**config.mk**
```make
export PLATFORM = sky130hd
export DESIGN_NAME = prog_load_ctrl
export DESIGN_NICKNAME = d
export VERILOG_FILES = /design/src/rtl/prog_load_ctrl.sv
export SDC_FILE = /design/constraint.sdc
export NUM_CORES = 1
export LEC_CHECK = 0
export CORE_ASPECT_RATIO = 0.8
export CORE_MARGIN = 2
export CORE_UTILIZATION = 52
export DETAILED_ROUTE_END_ITERATION = 8
export PLACE_DENSITY = 0.79
export SYNTH_ARGS = -nofsm -noshare
export SYNTH_HDL_FRONTEND = slang
export SYNTH_SLANG_ARGS = --single-unit
export TNS_END_PERCENT = 20
```
**constraint.sdc**
```tcl
create_clock -name clk -period 2.07 [get_ports clk]
set_input_delay 0.207 -clock clk [delete_from_list [all_inputs] [get_ports clk]]
set_output_delay 0.207 -clock clk [all_outputs]
set_load 0.005 [all_outputs]
```
**src/rtl/prog_load_ctrl.sv**
```systemverilog
// Boot loader: packs UART bytes little-endian into 32-bit words, writes them to imem,
// holds the CPU in reset until the image is complete, and restarts the load on reload.
module prog_load_ctrl #(
    parameter int CELL_NUMBERS  = 64,
    parameter int ADDR_W        = 6,
    parameter int RELEASE_DELAY = 4
) (
    input  logic              clk,
    input  logic              rst,
    input  logic              rx_valid,
    input  logic [7:0]        rx_byte,
    input  logic              reload,
    output logic              imem_we,
    output logic [ADDR_W-1:0] imem_addr,
    output logic [31:0]       imem_wdata,
    output logic              cpu_rst_n,
    output logic              loading,
    output logic              load_done,
    output logic [ADDR_W:0]   word_count
);
    // Wide enough to hold RELEASE_DELAY+1, and at least one bit when the delay is 0.
    localparam int DW = $clog2(RELEASE_DELAY + 2);
    localparam logic [ADDR_W-1:0] LAST_IDX = ADDR_W'(CELL_NUMBERS - 1);
    localparam logic [ADDR_W:0]   CNT_MAX  = (ADDR_W + 1)'(CELL_NUMBERS);
    localparam logic [DW-1:0]     DLY      = DW'(RELEASE_DELAY);

    typedef enum logic [1:0] {LOAD, DRAIN, RUN} state_t;

    state_t            state, state_d;
    logic [1:0]        byte_idx;
    logic [ADDR_W-1:0] word_idx;
    logic [3:0][7:0]   asm_q;
    logic [DW-1:0]     drain_cnt;
    logic              accept, last_byte;

    // reload outranks everything, including a byte arriving in the same cycle
    assign accept    = (state == LOAD) && rx_valid && !reload;
    assign last_byte = accept && (byte_idx == 2'd3);
    assign loading   = (state == LOAD);
    assign cpu_rst_n = (state == RUN);

    always_ff @(posedge clk) begin
        if (!rst) state <= LOAD;
        else      state <= state_d;
    end

    always_comb begin
        state_d = state;
        if (reload) begin
            state_d = LOAD;
        end else begin
            case (state)
                LOAD:    if (last_byte && (word_idx == LAST_IDX)) state_d = DRAIN;
                DRAIN:   if (drain_cnt == DLY) state_d = RUN;
                default: state_d = state;
            endcase
        end
    end

    always_ff @(posedge clk) begin
        if (!rst) begin
            byte_idx   <= '0;
            word_idx   <= '0;
            asm_q      <= '0;
            drain_cnt  <= '0;
            imem_we    <= 1'b0;
            imem_addr  <= '0;
            imem_wdata <= '0;
            load_done  <= 1'b0;
            word_count <= '0;
        end else begin
            imem_we   <= 1'b0;
            load_done <= 1'b0;
            if (reload) begin
                byte_idx   <= '0;
                word_idx   <= '0;
                asm_q      <= '0;
                drain_cnt  <= '0;
                word_count <= '0;
            end else begin
                if (accept) begin
                    asm_q[byte_idx] <= rx_byte;
                    byte_idx        <= byte_idx + 2'd1;
                end
                // Write path uses rx_byte directly so the word leaves one cycle after its last byte.
                if (last_byte) begin
                    imem_we    <= 1'b1;
                    imem_addr  <= word_idx;
                    imem_wdata <= {rx_byte, asm_q[2], asm_q[1], asm_q[0]};
                    if (word_idx != LAST_IDX)  word_idx   <= word_idx + ADDR_W'(1);
                    if (word_count != CNT_MAX) word_count <= word_count + (ADDR_W + 1)'(1);
                end
                drain_cnt <= (state == DRAIN) ? drain_cnt + DW'(1) : '0;
                load_done <= (state == DRAIN) && (state_d == RUN);
            end
        end
    end
endmodule
```
== Word level (Yosys, flattened, before mapping) ==
Index checks and enable logic that the tools add are counted.
Storage, ports and cells
  register bits after elaboration: 92
  output and inout bits: 49
  logic and storage cells: 51
Cells by class
  add/sub/neg operators: 4
  order comparisons: 2
  equal/unequal tests: 8
  mux-type cells: 8
  bitwise logic cells: 3
  reduce and logical (&&, ||, !) cells: 13
Operator list (count)
  $bwmux W32: 1
  $demux W8 S2: 1
  $mux W8: 1
  $add A7 B1 Y7 const B: 1
  $ne A7 B7 Y1 const B: 1
  $add A6 B1 Y6 const B: 1
  $eq A2 B2 Y1 const B: 3
  $eq A6 B6 Y1 const B: 1
  $logic_and A1 B1 Y1: 6
  $mux W2: 3
  $ne A6 B6 Y1 const B: 1
  $reduce_and A2 Y1: 3
  $pmux W2 S2: 1
  $add A3 B1 Y3 const B: 1
  $eq A3 B3 Y1 const B: 1
  $lt A2 B3 Y1 const B: 1
  $not A1 Y1: 3
  $reduce_or A3 Y1: 1
  $add A2 B1 Y2 const B: 1
  $eq A2 B1 Y1 const B: 1
  $ge A2 B1 Y1 const B: 1
  $logic_not A2 Y1: 1
  $reduce_or A2 Y1: 1
  $logic_not A1 Y1: 1
  $mux W1: 1

== Longest topological paths before layout ==
Gate-level depths: netlist (run 1).
  depth in word-level cells: 10
  gate-level depth with buffers: 6
  mapped depth without buffers: 5

== Least setup slack after synthesis (run 1) ==
No wires, ideal clock.
  path kind: register to register
  from: register state[0]
  to: register word_idx[3]
  library setup time: 0.072 ns
  arrival: 1.609 ns
  setup slack: 0.389 ns
  stages on the path, launching flop included: 6
  path buffers: 2
  period minus slack after synthesis: 1.681 ns
  cell sequence: dfxtp_1 -> or4b_1 -> clkbuf_2 -> buf_6 -> nor4_1 -> mux2i_1
On the way
  word-level cells in the longest chain between the ends: 5
Ends and longest elaborated chain
  start, declared: line 29  | state_t state, state_d;
  start signal, assigned: line 44  | else state <= state_d;
  $logic_not A2 Y1: line 37  | assign accept = (state == LOAD) && rx_valid && !reload;
  $logic_and A1 B1 Y1 (2 in series): line 37
  $logic_and A1 B1 Y1: line 38  | assign last_byte = accept && (byte_idx == 2'd3);
  $reduce_and A2 Y1 (no line)
  end signal, assigned: line 90  | if (word_idx != LAST_IDX) word_idx <= word_idx + ADDR_W'(1);
  end, declared: line 31  | logic [ADDR_W-1:0] word_idx;
Every way passes these cells.
A chain may end at the register's enable or synchronous reset.

== Worst setup path after layout (run 1) ==
  from: input reload
  to: register word_count[5]
On the way
  word-level cells in the longest chain between the ends: 4
  elaborated cells on any way between the ends: 5
  classes of those cells: reduce/logical (5)
Ends and longest elaborated chain
  start, declared: line 12  | input logic reload,
  $logic_not A1 Y1: line 37
  $logic_and A1 B1 Y1: line 37
  $logic_and A1 B1 Y1: line 38
  $reduce_and A2 Y1 (no line)
  end signal, assigned: line 91  | if (word_count != CNT_MAX) word_count <= word_count + (ADDR_W + 1)'(1);
  end, declared: line 19  | output logic [ADDR_W:0] word_count
Parallel ways exist; a longest one is shown, timed or not.

==> flow_results.org, run 1 <==
** Run status
- The flow ran to the end, and the final reports show no timing, DRC or antenna violations.

** GRT
- In the global route stage, overall resource usage came out at 0.239.
- Pin count of the biggest net entering global routing :: 48
- Via count of the first global-routing pass :: 2,993
- Global-route wire length before repair :: between 10,000 and 15,000 um
- Total overflow reported by the global router :: 0
- Antenna violations before repair :: 0

** Timing
- Setup repair after global routing missed its margin :: false
- The total count of hold-check failures in the final report came to 0.
- Highest attainable clock frequency :: 526 MHz
- The smallest clock period supported by the final layout is computed as about 1.9 ns.
- Final setup fails :: 0
- In this run the tightest slew margin relative to its limit is 0.725.
- Transition at the pin with the smallest max-transition slack :: 0.412 ns
- Min Hold Slack :: 0.457 ns
- Maximum clock skew at final layout :: 0.00374 ns
- Slew Viols, Final :: 0
- Final Cycle Share :: 0.918
- Adding up every negative setup slack in the final design gives 0 ns.

** Critical path
- STA classifies the critical path endpoint as a flop.
- Number of cells on the worst reg-to-reg path :: 3
- End of the worst register-to-register path :: word_count[5]
- Capturing element of the worst setup path :: word_count[5]
- Highest fanout seen on the critical path :: 12
- CP startpoint kind :: input port
- Data arrival time of the critical path :: 2.18 ns
- Required @ worst endpoint :: 2.35 ns
- Reg-to-reg startpoint :: state[0]
- The worst setup path is of the in -> reg kind.
- Tracing the worst setup path back leads to its startpoint at reload.
- Setup slack on the worst reg-to-reg path comes out at 0.19 ns.

** Logic synthesis
- The share of the Yosys chip area taken by registers is 0.489.
- The synthesized design contains 84 register bits.
- The cell area that synthesis handed to floorplanning was about 3400 um^2.
- In this run the mean area of a mapped cell was 8.33 um^2.
- Sorting the synthesized cells by area gives the leading types as dfxtp_1, a21oi_1, o21ai_0.
- Number of nets in the synthesized netlist :: around 430
- The share of synthesized area in the top cell type comes to 0.489.
- After technology mapping, the gate count stands at 413.
- The biggest area contributor in the post-synthesis netlist is dfxtp_1.
- Number of distinct library cells after synthesis :: 36
- Yosys printed 0 warnings.

** Routing
- First drt pass iteration count :: 5
- Vias per std cell :: 5.86
- The detailed router placed 3,235 vias in this run.
- For this block, the routed nets add up to 8200 um of wire.
- Met1 Wirelength :: 3740 um
- Summed over all nets, wire length on met3 after detailed routing comes to 567 um.
- In the final routed layout, each cell accounts on average for 14.9 um.
- Once detail routing completed, the nets flagged for antenna violations numbered 0.
- Post-route DRC violation count :: 0
- First DRT Iteration DRCs :: 321
- Top routing layer used :: met4
- Detailed routing placed a total of 3720 um of wire on met2.

** Clocking
- CTS Hold Buffers Added :: 0
- Inserted Clock Buffers :: 9
- After clock tree synthesis, the clock-pin slew on the worst setup and hold paths is ~0.080 ns.
- Buffer count from post-CTS setup fixing :: 0
- The H-tree was split into 3 levels.
- The clock drives 84 sinks.
- Number of buffers on the longest clock path :: 2
- Clock latency on the worst-skew pair :: between 0.3 and 0.4 ns
- CTS Root Cell :: clkbuf_8
- Clock tree from TritonCTS :: built
- Number of gates resized after cts :: 0

** Cells and area
- NumNets Final :: just under 500
- Share of post-route cells with drive strength above 1 :: 0.0748
- Fin area :: roughly 4300 um^2
- Antenna Diode Count :: 0
- From synthesis to final layout, the design area changed by 26.2%.
- Fill cells :: ~560
- Once layout is complete, the utilization of the core stands at 0.678.

** Job
- Across the run, the number of max-cap violations was 0.

** Place
- Post-placement cell area :: 4170 um^2
- Routability-driven placement finished with a final weighted congestion of 0.823.
- Input and output buffers added on the ports amount to 60.
- Detailed placement ended at an HPWL of 5270 um.

** Power
- P_leak :: 1.41 nW
- Power density over cell area :: 654 nW/um^2
- IR analysis of the VDD net gives a maximum drop of 0.448 mV.
- Share of total power in combinational logic :: 0.053
- Internal power of the cells :: 2.19 mW
- Switching Fraction :: 0.228
- Switching power :: about 0.65 mW
- The share of total power dissipated in sequential elements is 0.571.
- Proportion of power drawn by the clock network :: 0.376

** Die
- Measured along the x axis, the die boundary spans 94.9 um.
- Row generation in the floorplan step produced 26 rows.
- The die covers 7290 um^2.
- After floorplanning, the core was sized to cover 6410 um^2.
- I/O pin count :: 61
- Chip Height :: 76.8 um
- The initial utilization of the core area, before any placement, comes to 0.537.

** Worst hold path
- The tightest min-delay check is of the reg -> reg type.
- In this run the most critical hold path is launched from drain_cnt[0].
-- synth_stat cells, drive strengths merged --
library cell / instances
dfxtp: 84
a21oi: 70
o21ai: 67
nand3: 65
clkbuf: 30
nand2: 17
inv: 14
ha: 9
buf: 7
mux2i: 7
nor2: 6
nand2b: 5
nand4: 5
or4: 3
and2: 2
nor4: 2
o211a: 2
o31ai: 2
or3: 2
or4b: 2
a211oi: 1
a31oi: 1
and2b: 1
and3: 1
and4: 1
nand3b: 1
nor2b: 1
nor3: 1
nor3b: 1
nor4b: 1
o41ai: 1
xnor2: 1
-- through the flow --
| stage | cells | worst slack (ns) | power [mW] |
|---|---|---|---|
| CTS | 552 | 0.203 | 2.86 |
| global route | 552 | 0.0679 | 2.94 |
| global placement | 538 | -0.130 | 1.81 |
| floorplan | 413 | 0.389 | 1.74 |
| finish | 552 | 0.171 | 2.84 |
| detailed placement | 538 | -0.163 | 1.81 |
-- power by group through the flow --
stage                     combinational, mW  sequential, mW  clock, mW
after detailed placement              0.149            1.66          0
after floorplan                      0.0793            1.66          0
after global placement                0.148            1.66          0
after CTS                             0.150            1.62       1.09
after global routing                  0.165            1.62       1.15
final                                 0.152            1.62       1.07
-- layout make-up --
type / count / area (um^2) / area share
Clock inverter: 1 / 7.51 / 0.00173
Clock buffer: 13 / 169 / 0.0389
Tap cell: 84 / 105 / 0.0242
Timing Repair Buffer: 78 / 761 / 0.175
Sequential cell: 84 / 1680 / 0.387
Inverter: 14 / 52.6 / 0.0121
Multi-Input combinational cell: 278 / 1570 / 0.361
-- how the worst min path moves through the flow --
stage	slack, ns	depth (start not counted)	to
finish	0.46	1	drain_cnt[0]
global route	0.48	1	drain_cnt[0]
CTS	0.46	1	drain_cnt[0]
detailed placement	0.45	1	drain_cnt[0]
global placement	0.43	1	drain_cnt[0]
floorplan	0.35	2	asm_q[0]
-- sequential cells by signal (all words and copies together), names as in the netlist --
| name | cells |
|---|---|
| asm_q | 24 |
| byte_idx | 2 |
| drain_cnt | 3 |
| imem_addr | 6 |
| imem_wdata | 32 |
| imem_we | 1 |
| load_done | 1 |
| state | 2 |
| word_count | 7 |
| word_idx | 6 |
-- per-layer routing --
| metal | vias to the layer above | GRT usage |
|---|---|---|
| met1 | 1513 | 0.336 |
| li1 | 1570 | - |
| met2 | 130 | 0.351 |
| met3 | 22 | 0.0639 |
| met5 | - | 0 |
| met4 | 0 | 0.0884 |
-- cells by family after synthesis --
group	Yosys count	synth area share
AOI/OAI and AO/OA	144	0.217
and+or+nand+nor	117	0.180
adders and majority gates	9	0.0327
xor gates and xnor gates	1	0.00255
buffers and inverters	51	0.0585
muxes	7	0.0204
DFF	84	0.489
-- cell usage in the layout, fill, tap and decap left out, types with 2 or more instances in the layout --
master           count
a21oi_1             70
and2_1               2
buf_12               2
buf_4               16
clkbuf_8            12
clkdlybuf4s50_1     60
dfxtp_1             84
ha_1                 9
inv_1               14
mux2i_1              7
nand2_1             17
nand2b_1             5
nand3_1             65
nand4_1              5
nor2_1               6
nor4_1               2
o211a_1              2
o21ai_0             67
o31ai_1              2
or3_1                2
or4_1                3
or4b_2               2
-- worst max-delay path, stage by stage --
cell	delay [ns]
clkdlybuf4s50_1	0.42
or4b_2	0.84
or4_1	0.56
a21oi_1	0.15
No activity file was read; power rests on OpenSTA's default activity.
==> run 2: changes to the inputs <==
--- a/config.mk
+++ b/config.mk
@@ -6,7 +6,6 @@
 export NUM_CORES = 1
 export LEC_CHECK = 0
 export CORE_ASPECT_RATIO = 0.8
-export CORE_MARGIN = 2
 export CORE_UTILIZATION = 52
 export DETAILED_ROUTE_END_ITERATION = 8
 export PLACE_DENSITY = 0.79
==> flow_results.org, run 2 (synthesis results as in run 1) <==
** Run status
- Run status :: complete, no violations

** Power
- Dividing total power by cell area gives a power density of 699 nW/um^2.
- The internal portion of the total power is 2.38 mW.
- Switching Fraction :: 0.224
- The analysis attributes to cell leakage a power of approximately 1.4 nW.
- Share of power burned in registers :: 0.528
- Across the VDD grid, the largest voltage drop is 0.413 mV.
- The share of total power dissipated in the clock network is 0.422.
- The share of total power dissipated in combinational logic is 0.050.
- Power after layout :: 3.07 mW
- Switching power :: roughly 0.69 mW

** Timing
- Slew headroom :: 0.590
- Min Hold Slack :: 0.453 ns
- Final total negative setup slack :: 0 ns
- Time the final worst path needs with I/O delays and setup :: 1.94 ns
- Hold Fails Final Rpt :: 0
- Final Cycle Share :: 0.938
- Setup repair after global routing left no endpoint under its margin.
- Maximum clock skew at final layout :: 0.00746 ns
- Final setup fails :: 0
- Transition at the pin with the smallest max-transition slack :: between 0.6 and 0.7 ns
- Based on the critical path, the design can be clocked at up to 515 MHz.
- The total count of max-transition violations in the final report is 0.

** GRT
- For this run, the total global-route usage over all layers was measured as 0.243.
- Pin count of the biggest net entering global routing :: 42
- The number of global-route vias before repair was 2,661.
- The first global-routing pass estimated 12,900 um of wire.
- Total overflow reported by the global router :: 0
- The number of antenna violations at the first check in global routing was 0.

** Cells and area
- Of the cells placed in the final design, the portion with a size suffix greater than 1 is 0.0809.
- Commonest non-fill, non-tap cells in the layout :: dfxtp_1, a21oi_1, o21ai_0, nand3_1, clkdlybuf4s50_1
- Ranked by flip-flop count, first place goes to imem_wdata.
- NumNets Final :: 486
- The largest registers in the layout are imem_wdata: 32 flops, asm_q: 24 flops, word_count: 7 flops.
- Measured on the finished design, the core utilization comes to 0.689.
- Relative to the synthesized area, the layout overhead comes to 27.6%.
- Max FFs per register :: 32
- Antenna Diode Count :: 0
- Most common library cell in the layout ignoring fill and taps :: dfxtp_1

** Die
- The die is ~93 um wide.
- The initial utilization of the core area, before any placement, comes to 0.540.
- Total die area :: 6950 um^2
- The initialized floorplan defines 26 standard-cell rows.
- Core area :: around 6400 um^2
- The floorplan step set the die height to 74.8 um.
- Pin placement for this block handled 61 I/O pins.

** Worst hold path
- Along the worst hold path, the cell count comes to 1.
- The min-delay analysis places its worst path in the category reg -> reg.

** Routing
- Routed length per placed instance :: 15.0 um
- The final layout contains routed wiring with a total length of just over 8000 um.
- The pre-antenna-repair detailed-routing pass consisted of 4 iterations.
- Dividing the detail-routed via count by the number of cells gives 5.70.
- Final antenna-violating net count :: 0
- Post-route DRC violation count :: 0
- DR vias :: 3,159
- The detailed router finished its first iteration with 241 violations.

** Clocking
- After clock tree synthesis, the setup repair step added 0 buffers.
- CTS Root Cell :: clkbuf_8
- Counting the buffers created by CTS gives 9.
- Clock edge transition at the registers on the reported setup and hold paths :: 0.08 ns
- TritonCTS built the clock tree.
- The clock tree synthesis step divided the H-tree into 3 levels.
- CTS Hold Buffers Added :: 0
- Number of buffers on the longest clock path :: 2
- Gates resized during post-CTS repair numbered 0.
- Clock Sinks :: 84
- The later pin in the worst-skew pair is clocked with a latency of 0.36 ns.

** Critical path
- CP startpoint kind :: flop
- The kind of cell with the highest combined delay along the critical path is simple AND/OR/NAND/NOR gates.
- Endpoint class of the critical path :: flop
- The critical path crosses 3 cells after its start point.
- Cell Chain, Critical Path :: or4b_2, or4_1, a21oi_1
- Together, buffers and inverters on the worst path number 0.
- Data arrival time of the critical path :: 2.23 ns
- Worst path slowest cell :: or4b_2
- Measured in cells, the most critical reg-to-reg path has a length of 3.
- By startpoint and endpoint, the worst setup path is classified as reg -> reg.
- Required @ worst endpoint :: 2.36 ns
- Critical Path Max Stage Delay :: 0.81 ns
- Highest fanout seen on the critical path :: 13

** Job
- Across the run, the number of max-cap violations was 0.

** Place
- The wire-length estimate of the detail-placed layout is ~5300 um.
- Number of input and output port buffers inserted :: 60
- Final estimated routing congestion in global placement :: 0.818
[run 2: cell count changes in the layout (fill, tap and decap cells not counted)]
cell	delta
clkbuf_1	-1
clkinvlp_4	-1
clkinv_2	+2
clkinv_4	+2
bufinv_16	+2
clkbuf_8	-2
[run 2: cell type report]
type                       count  area, um^2
inverter                      14        52.6
clock inverter                 6        87.6
tap                           84         105
fill                         553        1980
timing repair buffer          78         761
clock buffer                  10         138
multi-input combinational    278        1570
sequential                    84        1680
[run 2: power groups by stage]
| stage | clock network [mW] | registers (mW) | logic, mW |
|---|---|---|---|
| after floorplan | 0 | 1.66 | 0.0793 |
| after global placement | 0 | 1.66 | 0.148 |
| after detailed placement | 0 | 1.66 | 0.150 |
| after CTS | 1.32 | 1.62 | 0.150 |
| after global routing | 1.39 | 1.62 | 0.163 |
| final | 1.30 | 1.62 | 0.153 |
[run 2: stage by stage]
stage          cells  worst slack (ns)  area [um^2]
6_report         554             0.128         4390
4_1_cts          554             0.124         4390
5_1_grt          554            0.0926         4390
2_1_floorplan    413             0.389         3440
3_5_place_dp     538            -0.176         4170
3_3_place_gp     538            -0.142         4170
[run 2: worst paths after layout]
kind                      from             to  slack, ns
hold reg to reg   drain_cnt[0]   drain_cnt[0]       0.45
setup / recovery      state[0]  word_count[6]       0.13
setup reg to reg      state[0]  word_count[6]       0.13
hold / removal    drain_cnt[0]   drain_cnt[0]       0.45
[run 2: layer usage]
layer / track usage / share of wire / vias up
met5: 0 / 0 / -
met4: 0.0940 / 0.021 / 0
met3: 0.0818 / 0.058 / 14
met2: 0.373 / 0.48 / 103
met1: 0.320 / 0.44 / 1473
li1: - / - / 1569
